--- config.mk ---
export PLATFORM = sky130hd
export DESIGN_NAME = a0_trace_fifo
export DESIGN_NICKNAME = d
export VERILOG_FILES = /design/src/rtl/a0_trace_fifo.sv
export SDC_FILE = /design/constraint.sdc
export NUM_CORES = 1
export LEC_CHECK = 0
export BUFFER_PORTS_ARGS = -buffer_cell sky130_fd_sc_hd__buf_2
export CORE_ASPECT_RATIO = 2
export CORE_MARGIN = 1
export CORE_UTILIZATION = 49
export CTS_CLUSTER_DIAMETER = 30
export CTS_CLUSTER_SIZE = 14
export DETAILED_ROUTE_END_ITERATION = 6
export PLACE_DENSITY = 0.64
export SYNTH_ARGS = -nofsm -noshare
export SYNTH_HDL_FRONTEND = slang
export SYNTH_SLANG_ARGS = --single-unit
--- constraint.sdc ---
create_clock -name clk -period 6.7 [get_ports clk]
set_clock_uncertainty 0.2 [all_clocks]
set_input_delay 1.34 -clock clk [delete_from_list [all_inputs] [get_ports clk]]
set_output_delay 1.34 -clock clk [all_outputs]
set_load 0.02 [all_outputs]
--- src/rtl/a0_trace_fifo.sv ---
// Change-detecting trace FIFO for the cpu's a0 register: pushes a0 whenever it differs from the
// last sampled value. Optional timestamping is enabled by defining A0_TRACE_TS_EN.
module a0_trace_fifo #(
   parameter int unsigned DATA_WIDTH = 32,
   parameter int unsigned DEPTH      = 16,
   parameter int unsigned TS_WIDTH   = 16
) (
   input  logic                    clk,
   input  logic                    rst,
   input  logic [DATA_WIDTH-1:0]   a0,
   input  logic                    capture_en,
   input  logic                    clear,
   output logic                    out_valid,
   input  logic                    out_ready,
   output logic [DATA_WIDTH-1:0]   out_data,
`ifdef A0_TRACE_TS_EN
   output logic [TS_WIDTH-1:0]     out_ts,
`endif
   output logic [$clog2(DEPTH):0]  level,
   output logic                    overflow,
   output logic [7:0]              drop_count
);

   localparam int unsigned AW = $clog2(DEPTH);

   if (DEPTH < 2 || (DEPTH & (DEPTH - 1)) != 0 || TS_WIDTH < 1) begin : g_bad_param
      $error("a0_trace_fifo: DEPTH must be a power of two >= 2 and TS_WIDTH >= 1");
   end

   logic [DATA_WIDTH-1:0] mem [DEPTH];
   logic [AW:0]           wr_ptr_q, rd_ptr_q;
   logic [DATA_WIDTH-1:0] prev_a0_q;
   logic                  base_valid_q;
   logic                  overflow_q;
   logic [7:0]            drop_count_q;

   logic push_req, pop, full, push_ok, drop;

   always_comb begin
      full      = (wr_ptr_q[AW] != rd_ptr_q[AW]) && (wr_ptr_q[AW-1:0] == rd_ptr_q[AW-1:0]);
      out_valid = (wr_ptr_q != rd_ptr_q);
      level     = wr_ptr_q - rd_ptr_q;
      push_req  = capture_en && (!base_valid_q || (a0 != prev_a0_q));
      pop       = out_valid && out_ready;
      // A pop on a full FIFO frees the slot the simultaneous push lands in.
      push_ok   = push_req && (!full || pop);
      drop      = push_req && full && !pop;
      out_data  = mem[rd_ptr_q[AW-1:0]];
      overflow   = overflow_q;
      drop_count = drop_count_q;
   end

   always_ff @(posedge clk) begin
      if (rst || clear) begin
         wr_ptr_q     <= '0;
         rd_ptr_q     <= '0;
         base_valid_q <= 1'b0;
         overflow_q   <= 1'b0;
         drop_count_q <= '0;
      end else begin
         if (push_ok) wr_ptr_q <= wr_ptr_q + 1'b1;
         if (pop) rd_ptr_q <= rd_ptr_q + 1'b1;
         if (capture_en) base_valid_q <= 1'b1;
         if (drop) begin
            overflow_q <= 1'b1;
            if (drop_count_q != 8'hff) drop_count_q <= drop_count_q + 8'd1;
         end
      end
   end

   // prev_a0 is meaningless while base_valid is low, so it needs no reset.
   always_ff @(posedge clk) begin
      if (capture_en) prev_a0_q <= a0;
   end

   always_ff @(posedge clk) begin
      if (push_ok && !rst && !clear) mem[wr_ptr_q[AW-1:0]] <= a0;
   end

`ifdef A0_TRACE_TS_EN
   logic [TS_WIDTH-1:0] ts_q;
   logic [TS_WIDTH-1:0] ts_mem [DEPTH];

   always_ff @(posedge clk) begin
      if (rst) ts_q <= '0;
      else     ts_q <= ts_q + 1'b1;
   end

   always_ff @(posedge clk) begin
      if (push_ok && !rst && !clear) ts_mem[wr_ptr_q[AW-1:0]] <= ts_q;
   end

   always_comb out_ts = ts_mem[rd_ptr_q[AW-1:0]];
`endif

endmodule

Word level (Yosys, flattened, before mapping)
Memories as Yosys holds them, arrays and structs flattened. A register that Yosys moved wholly into a read port is not among the register bits.
Index checks and enable logic that the tools add are counted.

word-level totals
  flip-flop bits (word level) = 52
  bits in latches = 0
  memory bits (writable) = 512
  bits in read-only memories = 0
  input bits = 37
  output and inout port bits = 47
  logic and storage cells = 37
  memories = 1

memory list
  memory  words  bits a word  rd ports  clocked after memory_dff  wr ports  line  RTL
  mem     16     32           1         1                         1         30    logic [DATA_WIDTH-1:0] mem [DEPTH];

operators by class
  $add $sub $neg = 4
  $mul = 0
  divide/modulo/power cells = 0
  $lt $le $gt $ge = 0
  equal/unequal tests = 5
  shift operators = 0
  mux-type cells = 4
  bitwise logic cells = 0
  reduce and logical (&&, ||, !) cells = 17

operators by type and width
  cell                                          number
  != test 32 bit                                1
  adder 5 x 1 -> 5 bit (second input constant)  2
  adder 8 x 1 -> 8 bit (second input constant)  1
  logical AND 1 bit                             8
  2-to-1 mux 4 bit                              2
  != test 8 bit (second input constant)         1
  logical NOT 1 bit                             5
  != test 5 bit                                 1
  subtractor 5 bit                              1
  equality test 4 bit                           1
  logical OR 1 bit                              3
  2-to-1 mux 1 bit                              2
  AND reduction 2 bit                           1
  != test 1 bit                                 1

Depth between registers and ports, before layout
  depth in word-level cells = 9
  gate-level depth with buffers = 9
  depth with buffers taken out = 8

Least setup slack after synthesis
No wires, ideal clock.

  path type = in2reg
  from = input a0[15]
  to = memory mem[15][0] (enable)
  library setup time = 502 ps
  data arrival time = 5389 ps
  required time = 5998 ps
  setup slack = 609 ps
  cell stages on the path = 7
  path buffers = 2
  path through = xor2_1 -> a221o_1 -> a2111oi_2 -> and4_1 -> buf_4 -> buf_4 -> nor4_1

between the ends
  word-level cells in the longest chain between the ends = 8

RTL lines
  what                                    line  RTL
  from (decl)                             10    input logic [DATA_WIDTH-1:0] a0,
  != test 32 bit                          43    push_req = capture_en && (!base_valid_q || (a0 != prev_a0_q));
  logical OR 1 bit                        43
  logical AND 1 bit                       43
  logical AND 1 bit                       46    push_ok = push_req && (!full || pop);
  logical AND 1 bit (2 in a row)          77    if (push_ok && !rst && !clear) mem[wr_ptr_q[AW-1:0]] <= a0;
  2-to-1 mux 1 bit                        77
  2-to-1 mux 1 bit (not written as such)  77
  to (decl)                               30

No other way between the ends.

==> metrics.yaml <==
synth_edf_count: 544
route.detailed.drc: 0
drive_gt1_frac: 0.337
postRouteWirelength_um: 46600
critPathLaunchType: "flop"
drv_slew: 0
slowest_delay_ns: 1.00
tightest_slew_ns: 1.09
die_w_um: 151
track_usage: 0.216
core_area_sq_mm: 0.0442
cts_tree: "done"
synth.cell_area_sq_mm: 0.0219
grt_max_degree: 68
internal-power_mw: 5.66
io_pins: 84
clkLatencyLatePin_ns: 0.58
drt-pass1-iter-count: 5
syn2layout_area_growth_pct: 13.6
worstSetupEndpointType: "primary output"
hold_buffers: 0
place_congestion: 0.744
hold_viol_final: 0
seq_area_frac_synth: 0.768
synth_area_per_cell_sq_um: 22.8
crit_top_cell: "mux4_2"
cp_slowest_cell: "dfxtp_4"
drtIter0Drc: 900
hold_class: "reg -> reg"
wl_met1_um: 17700
cts_setup_buffers: 0
maxCapViolCount: 0
hold_path_depth: 1
p_comb_frac: 0.026
die_h_um: 301
fillers: 3304
htreeDepth: 2
grt_pass1_vias: 10700
tns_ns: 0
worst_ep_required_time_ns: 5.16
seq_area_sq_mm: 0.0168
fin_crit_sh: 0.735
fp-row-count: 109
async_reset_ff_frac: 0
fmax_ghz: 0.203
cts_resized: 0
start_util: 0.496
dieArea_sq_mm: 0.0456
synth_cells: 959
pwr-share-seq: 0.553
synth_warnings: 0
highest_layer: "met5"
maxSlewHeadroom: 0.272
multiInputGateArea_sq_mm: 0.00491
leakagePower_nw: 7.65
antenna_found_initial: 3
fin_area_sq_mm: 0.0249
sw_frac_of_total: 0.202
rsz0062_at_grt: "no"
met2RoutedLength_um: 25600
powerDensity_mw_per_mm2: 285
antenna_left: 0
critPathMaxFanout: 67
synth.area.top_cells: "edfxtp_1, mux4_2, dfxtp_1"
path_cells: "buf_4 -> mux4_2 -> mux4_2 -> buf_2"
clock-root-buffer: "clkbuf_16"
hpwlAfterDp_um: 25200
clock_tree.buffer_depth: 3
nets: 1129
cts_buffers: 55
globalRouteOverflowTotal: 0
clock_power_share: 0.421
clk_pin_slew_ns: 0.06
finalSetupViolCount: 0
grt_pass1_wl_um: 69400
ys_types: 45
status: "finished clean"
reg2regPathDepth: 6
viasPerCell: 6.08
vias: 10200
fin_crit_ns: 4.93
ir_drop_uv: 185
cp.arrival_ns: 3.39
cts.sink_count: 568
synth_seq_cells: 568
p_sw_mw: 1.43
synth_top_area_frac: 0.746
syn_nets: 1007
dpl_cell_area_sq_mm: 0.0231
synth_flop_cell: "edfxtp_1"
path_class: "reg -> out"
wl_met3_um: 2050
port_buffers: 83
wl_per_cell_um: 27.9
yosys.area.top_type: "edfxtp_1"
-- flip-flops by register name (all words and copies together), names as in the netlist, named ones only --
signal / flops
wr_ptr_q: 5
mem: 512
prev_a0_q: 32
overflow: 1
drop_count: 8
base_valid_q: 1
rd_ptr_q: 5
-- per-stage QoR --
step / setup WS, ns / cells / total power [mW] / hold WS [ns] / util
CTS: 1.65 / 1672 / 7.16 / 0.271 / 0.563
global placement: 2.22 / 1579 / 4.18 / 0.249 / 0.524
finish: 1.77 / 1673 / 7.09 / 0.267 / 0.563
detailed placement: 2.17 / 1579 / 4.19 / 0.254 / 0.524
global route: 1.62 / 1672 / 7.29 / 0.305 / 0.563
floorplan: 0.609 / 959 / 4.09 / 0.241 / -
-- placed cells by master (no fill, tap or decap), types with 5 or more instances in the layout --
cell type,count
a21oi_1,14
buf_2,83
buf_4,27
clkbuf_1,9
clkbuf_16,55
clkinv_2,5
dfxtp_1,20
edfxtp_1,544
ha_1,10
inv_1,14
mux4_2,160
nand2_1,7
nand3_1,10
nand4_1,12
nor2_1,12
nor4_2,13
o31ai_1,8
or4_1,7
xnor2_1,32
-- routing by layer --
layer  up-vias  GRT usage
li1       4306          -
met3        93     0.0258
met5         -          0
met4         4     0.0657
met2       307      0.383
met1      5455      0.275
-- critical path: cells and delay by family, from the launching register on --
family                 cells  cell delay (ns)
multiplexers               2             0.95
buffers and inverters      2             0.80
flip-flops                 1             1.00
-- Yosys cell counts (2+ instances only) --
cell	instances
nor2_1	12
and4_1	2
nor4_1	14
nor2b_1	2
nand4_1	12
clkbuf_1	28
or3_1	3
mux4_2	160
or4_1	7
xnor2_1	32
ha_1	10
nand3_1	10
o31ai_1	8
dfxtp_1	24
o21ai_1	3
o211ai_1	2
edfxtp_1	544
buf_4	3
a21o_1	2
inv_1	14
nor3_1	4
xor2_1	4
and3_1	3
buf_2	14
o21a_1	2
a21oi_1	14
nand2_1	7
nand2b_1	2
-- power by group through the flow --
stage	logic (mW)	registers (mW)	clock network (mW)
final	0.185	3.92	2.98
after global routing	0.201	3.93	3.17
after CTS	0.190	3.92	3.04
after detailed placement	0.189	4.00	0
after global placement	0.185	4.00	0
after floorplan	0.0924	4.00	0
-- path summary, 6_finish.rpt --
check	startpoint	endpoint	slack, ns
setup reg to reg	prev_a0_q[15]$_DFFE_PP_	mem[7][1]$_DFFE_PP_	3.40
setup / recovery	flop	out_data[23]	1.77
hold reg to reg	overflow$_SDFFE_PP0P_	overflow$_SDFFE_PP0P_	0.27
hold / removal	overflow$_SDFFE_PP0P_	overflow$_SDFFE_PP0P_	0.27
-- kinds of logic after synthesis --
logic type,share of synthesized area
muxes,0.165
AOI/OAI and AO/OA,0.0117
buffers and inverters,0.0121
and+or+nand+nor,0.0226
xor gates and xnor gates,0.0144
DFF,0.768
adders and majority gates,0.00663
-- layout make-up --
cell class	count	area share
clock inverters	28	0.0124
multi-input cells	330	0.197
clock buffers	65	0.0572
inverters	14	0.00211
repair buffers	112	0.0265
diodes	1	0.000101
well taps	555	0.0279
flip-flops and latches	568	0.676
Power figures use the tool's default switching activity.
